File: config.mk
export PLATFORM = sky130hd
export DESIGN_NAME = adder_accumulate_ctrl
export DESIGN_NICKNAME = d
export VERILOG_FILES = /design/src/rtl/adder_ctrl_pkg.sv /design/src/rtl/button_sync_edge.sv /design/src/rtl/adder_accumulate_ctrl.sv
export SDC_FILE = /design/constraint.sdc
export NUM_CORES = 1
export LEC_CHECK = 0
export BUFFER_PORTS_ARGS = -buffer_cell sky130_fd_sc_hd__buf_2
export CAP_MARGIN = 20
export CORE_UTILIZATION = 50
export CTS_CLUSTER_SIZE = 30
export DETAILED_ROUTE_END_ITERATION = 6
export PLACE_DENSITY = 0.88
export SYNTH_ARGS = -nofsm -noshare
export SYNTH_HDL_FRONTEND = slang
export SYNTH_HIERARCHICAL = 1
export SYNTH_SLANG_ARGS = --single-unit
export TNS_END_PERCENT = 10
File: constraint.sdc
create_clock -name Clk -period 2.5 [get_ports Clk]
set_input_delay 0.125 -clock Clk [delete_from_list [all_inputs] [get_ports Clk]]
set_output_delay 0.125 -clock Clk [all_outputs]
set_load 0.005 [all_outputs]
File: src/rtl/adder_ctrl_pkg.sv
// Shared types and defaults for the accumulator control stage that drives the 16-bit adder.
package adder_ctrl_pkg;

    localparam int unsigned DEFAULT_WIDTH = 16;

    typedef enum logic [1:0] {
        IDLE   = 2'd0,
        SETTLE = 2'd1,
        WRITE  = 2'd2
    } ctrl_state_t;

endpackage

File: src/rtl/button_sync_edge.sv
// Synchronises one asynchronous push-button and emits a single-cycle pulse on its rising edge.
module button_sync_edge #(
    parameter int unsigned SYNC_STAGES = 2
) (
    input  logic Clk,
    input  logic Reset_n,
    input  logic Btn,
    output logic Pulse
);

    logic [SYNC_STAGES-1:0] sync_q;
    logic                   prev_q;

    always_ff @(posedge Clk or negedge Reset_n) begin
        if (!Reset_n) begin
            sync_q <= '0;
            prev_q <= 1'b0;
        end else begin
            sync_q <= {sync_q[SYNC_STAGES-2:0], Btn};
            prev_q <= sync_q[SYNC_STAGES-1];
        end
    end

    // A held button stays high in both taps, so only the 0->1 step produces a pulse.
    assign Pulse = sync_q[SYNC_STAGES-1] & ~prev_q;

endmodule

File: src/rtl/adder_accumulate_ctrl.sv
// Accumulator/operand registers around an external combinational adder: A <= A + B on each Run,
// after holding the operands stable for a fixed number of settle cycles.
module adder_accumulate_ctrl
    import adder_ctrl_pkg::*;
#(
    parameter int unsigned WIDTH         = DEFAULT_WIDTH,
    parameter int unsigned SETTLE_CYCLES = 2,
    parameter int unsigned SYNC_STAGES   = 2
) (
    input  logic             Clk,
    input  logic             Reset_n,
    input  logic [WIDTH-1:0] Switches,
    input  logic             LoadB,
    input  logic             ClearA,
    input  logic             Run,
    input  logic [WIDTH-1:0] Adder_Sum,
    input  logic             Adder_CO,
    output logic [WIDTH-1:0] Op_A,
    output logic [WIDTH-1:0] Op_B,
    output logic             Carry,
    output logic             Busy,
    output logic             Done
);

    localparam int unsigned CNT_W = (SETTLE_CYCLES > 1) ? $clog2(SETTLE_CYCLES) : 1;

    logic load_ev;
    logic clear_ev;
    logic run_ev;

    ctrl_state_t      state_q, state_d;
    logic [CNT_W-1:0] cnt_q, cnt_d;
    logic [WIDTH-1:0] a_q, a_d;
    logic [WIDTH-1:0] b_q, b_d;
    logic             carry_q, carry_d;

    button_sync_edge #(
        .SYNC_STAGES (SYNC_STAGES)
    ) u_sync_load (
        .Clk     (Clk),
        .Reset_n (Reset_n),
        .Btn     (LoadB),
        .Pulse   (load_ev)
    );

    button_sync_edge #(
        .SYNC_STAGES (SYNC_STAGES)
    ) u_sync_clear (
        .Clk     (Clk),
        .Reset_n (Reset_n),
        .Btn     (ClearA),
        .Pulse   (clear_ev)
    );

    button_sync_edge #(
        .SYNC_STAGES (SYNC_STAGES)
    ) u_sync_run (
        .Clk     (Clk),
        .Reset_n (Reset_n),
        .Btn     (Run),
        .Pulse   (run_ev)
    );

    always_comb begin
        state_d = state_q;
        cnt_d   = cnt_q;
        a_d     = a_q;
        b_d     = b_q;
        carry_d = carry_q;
        unique case (state_q)
            IDLE: begin
                if (clear_ev) begin
                    a_d     = '0;
                    carry_d = 1'b0;
                end
                if (load_ev) begin
                    b_d = Switches;
                end
                // A register update in the same cycle takes priority; the Run press is dropped.
                if (run_ev && !clear_ev && !load_ev) begin
                    state_d = SETTLE;
                    cnt_d   = CNT_W'(SETTLE_CYCLES - 1);
                end
            end
            SETTLE: begin
                if (cnt_q == '0) begin
                    state_d = WRITE;
                end else begin
                    cnt_d = cnt_q - 1'b1;
                end
            end
            WRITE: begin
                a_d     = Adder_Sum;
                carry_d = Adder_CO;
                state_d = IDLE;
            end
            default: begin
                state_d = IDLE;
            end
        endcase
    end

    always_ff @(posedge Clk or negedge Reset_n) begin
        if (!Reset_n) begin
            state_q <= IDLE;
            cnt_q   <= '0;
            a_q     <= '0;
            b_q     <= '0;
            carry_q <= 1'b0;
        end else begin
            state_q <= state_d;
            cnt_q   <= cnt_d;
            a_q     <= a_d;
            b_q     <= b_d;
            carry_q <= carry_d;
        end
    end

    assign Op_A  = a_q;
    assign Op_B  = b_q;
    assign Carry = carry_q;
    assign Busy  = (state_q != IDLE);
    assign Done  = (state_q == WRITE);

endmodule

==> metrics.md <==
| Metric | Value |
|---|---|
| Total track usage | `0.227` |
| Mapped Cells | `97` |
| Max-slew violations | `0` |
| Status | `completed` |
| Synth Warn # | `6` |
| Initial core utilization | `0.538` |
| Layout Skew | `0.0168 ns` |
| Initial antenna violation count | `0` |
| # DRC | `0` |
| Die width | `59.8 um` |
| Final instance area | `2470 um^2` |
| Post-Syn Nets | `135` |
| Reg area | `1130 um^2` |
| Routed wire per std cell | `15.3 um` |
| Tmin final | `1.59 ns` |
| Cell Count, Final, Fillers Out | `253` |
| MaxCap Viol Count | `0` |
| Crit Path Class | `flip-flop to output port` |
| Area of the multi-input gates | `494 um^2` |
| Pwr/cell area | `910 nW/um^2` |
| RePlAce Congestion | `0.771` |
| Relative slew slack | `0.375` |
| Die ar. | `3580 um^2` |
| Final core utilization | `0.796` |
| M1 GR Usage | `0.284` |
| Iteration-0 DRC count of the detailed router | `66` |
| CP max stage delay | `0.54 ns` |
| Die Ht | `59.8 um` |
| Clock Tree Root | `clkbuf_4` |
| CTS clk-pin slew, worst paths | `0.12 ns` |
| Fmax | `630 MHz` |
| CP required | `2.38 ns` |
| TritonRoute pass-1 iters | `4` |
| H-tree depth | `2` |
| Met2 Track Usage GR | `0.373` |
| Arrival time of the worst setup path | `1.46 ns` |
| Vias in the first global route | `1220` |
| Area Growth Syn to Fin | `47.9%` |
| CTS tree | `done` |
| Worst-path maximum fanout | `18` |
| Via density | `5.00` |
| First-pass GRT wire length | `5750 um` |
| Worst setup path startpoint | `state_q[1]` |
| Placed cell count | `210` |
| Fill cells | `183` |
| DRT Wirelength | `3860 um` |
| Met3 usage | `0.0758` |
| VDD IR max | `0.596 mV` |
| Crit path capture type | `output port` |
| Leak | `1.27 nW` |
| FF+latch count, synth | `45` |
| CP Cell Sequence | `nor2b_1 -> buf_4 -> buf_2` |
| Sequential share of the synthesized area | `0.674` |
| Ant. Diodes | `0` |
| Worst Hold Launch | `Adder_Sum[0]` |
| Slowest cell on crit path | `dfrtp_1` |
| Final hold viol count | `0` |
| Synth Area per Inst | `17.2 um^2` |
| Clk Latency, worst-skew pair | `0.36 ns` |
| Via count | `1265` |
| Most common cell after layout, fill and taps aside | `buf_2` |
| Most congested layer reported by global routing | `met2` |
| Rows | `20` |
| I/O pin count | `73` |
| Overflow after GRT | `0` |
| Hold Path Class | `input port to flip-flop` |
| CTS buffer count | `5` |
| Final setup fails | `0` |
| Reg2reg start | `state_q[1]` |
| Share of cells above drive strength 1 | `0.498` |
| Clock sink total | `45` |
| Post-route antenna net violation count | `0` |
| Yosys cell types | `19` |
| Most frequent cells in the layout | `buf_2 (72), dfrtp_1 (45), dlygate4sd3_1 (35)` |
| Number of I/O port buffers | `72` |
| Post-placement cell area | `2050 um^2` |
| Post-synthesis cell area | `1670 um^2` |
| Startpoint Class | `flip-flop` |
| Core area | `3100 um^2` |
| Worst-Margin Slew | `0.938 ns` |
| Setup TNS Final | `0 ns` |
| RSZ-0062 raised after global routing | `false` |
| Fin crit share | `0.635` |
| Largest net degree at the start of global routing | `46` |
| CTS max path bufs | `2` |
| Final #Nets | `246` |
| # Post-CTS Setup Buffers | `0` |
## worst paths after layout
| check | end | slack (ns) | cells after the start |
|---|---|---|---|
| max in group asynchronous | Op_A[5] | 1.47 | 2 |
| min in group asynchronous | Op_B[11] | 0.44 | 2 |
| worst max register to register | Op_B[3] | 1.01 | 3 |
| worst min-delay path | Op_A[0] | 0.01 | 2 |
| worst max-delay path | Done | 0.91 | 3 |
| worst min register to register | u_sync_run/sync_q[1] | 0.36 | 0 |
## routing by layer
layer | share of wire | vias up | routed length, um
met2 | 0.48 | 69 | 1840
met3 | 0.085 | 9 | 327
li1 | - | 570 | -
met4 | 0.013 | 0 | 49
met1 | 0.43 | 617 | 1650
met5 | 0 | - | 0
## per-stage QoR
step	power [W]	setup slack (ns)	hold WS (ns)
2_1_floorplan	0.00151	1.05	-0.171
3_3_place_gp	0.00180	1.09	0.235
3_5_place_dp	0.00183	1.03	0.235
4_1_cts	0.00224	0.922	0.00514
5_1_grt	0.00237	0.864	0.00364
6_report	0.00225	0.913	0.0126
## critical path: cells and delay by family, from the launching register on
family	cells	cell delay [ns]
buffers and inverters	2	0.39
flip-flops	1	0.54
AND/OR/NAND/NOR	1	0.18
## flip-flops by register name, summed over array words and instances, names as in the netlist
signal and flops:
Op_A 16, Op_B 16, state_q 2, u_sync_clear/sync_q 2
u_sync_load/sync_q 2, u_sync_run/sync_q 2, Carry 1, cnt_q 1
u_sync_clear/prev_q 1, u_sync_load/prev_q 1, u_sync_run/prev_q 1
## power breakdown
group	internal [W]	switching, W
sequential	0.000977	0.000163
combinational	0.000460	0.000287
clock	0.000137	0.000225
## synth_stat cells
| library cell | count | area share |
|---|---|---|
| a21oi_1 | 1 | 0.0030 |
| buf_2 | 3 | 0.0090 |
| inv_1 | 1 | 0.0022 |
| buf_6 | 1 | 0.0067 |
| nor2b_4 | 3 | 0.025 |
| a2bb2oi_1 | 1 | 0.0052 |
| mux2_4 | 10 | 0.090 |
| nor3b_4 | 1 | 0.011 |
| nand2_1 | 1 | 0.0022 |
| a22o_1 | 17 | 0.089 |
| or2_2 | 1 | 0.0037 |
| nor4b_1 | 1 | 0.0052 |
| buf_12 | 1 | 0.012 |
| nor3b_1 | 1 | 0.0045 |
| or4b_1 | 1 | 0.0060 |
| mux2_2 | 6 | 0.040 |
| o21bai_2 | 1 | 0.0067 |
| nor2b_1 | 1 | 0.0037 |
| dfrtp_1 | 45 | 0.67 |
## cell families (layout without fill, tap and decap cells)
family / count (synthesis) / count (layout) / share of synthesized area
AOI/OAI and AO/OA: 20 / 20 / 0.104
buffers and inverters: 6 / 118 / 0.0300
DFF: 45 / 45 / 0.674
muxes: 16 / 16 / 0.130
and+or+nand+nor: 10 / 10 / 0.0614
## area by class of cell
cell class                 count  share of cell area
timing repair buffer         109               0.294
sequential                    45               0.456
inverter                       1             0.00152
clock inverter                 2             0.00557
multi-input combinational     46               0.200
tap                           44              0.0223
clock buffer                   6              0.0208
## repair_timing
item / 4_1_cts / 5_1_grt
gates resized for setup: 0 / 0
hold endpoints to repair: 79 / 0
hold buffers: 35 / 0
Note: power is estimated with default switching activity, not from simulation.
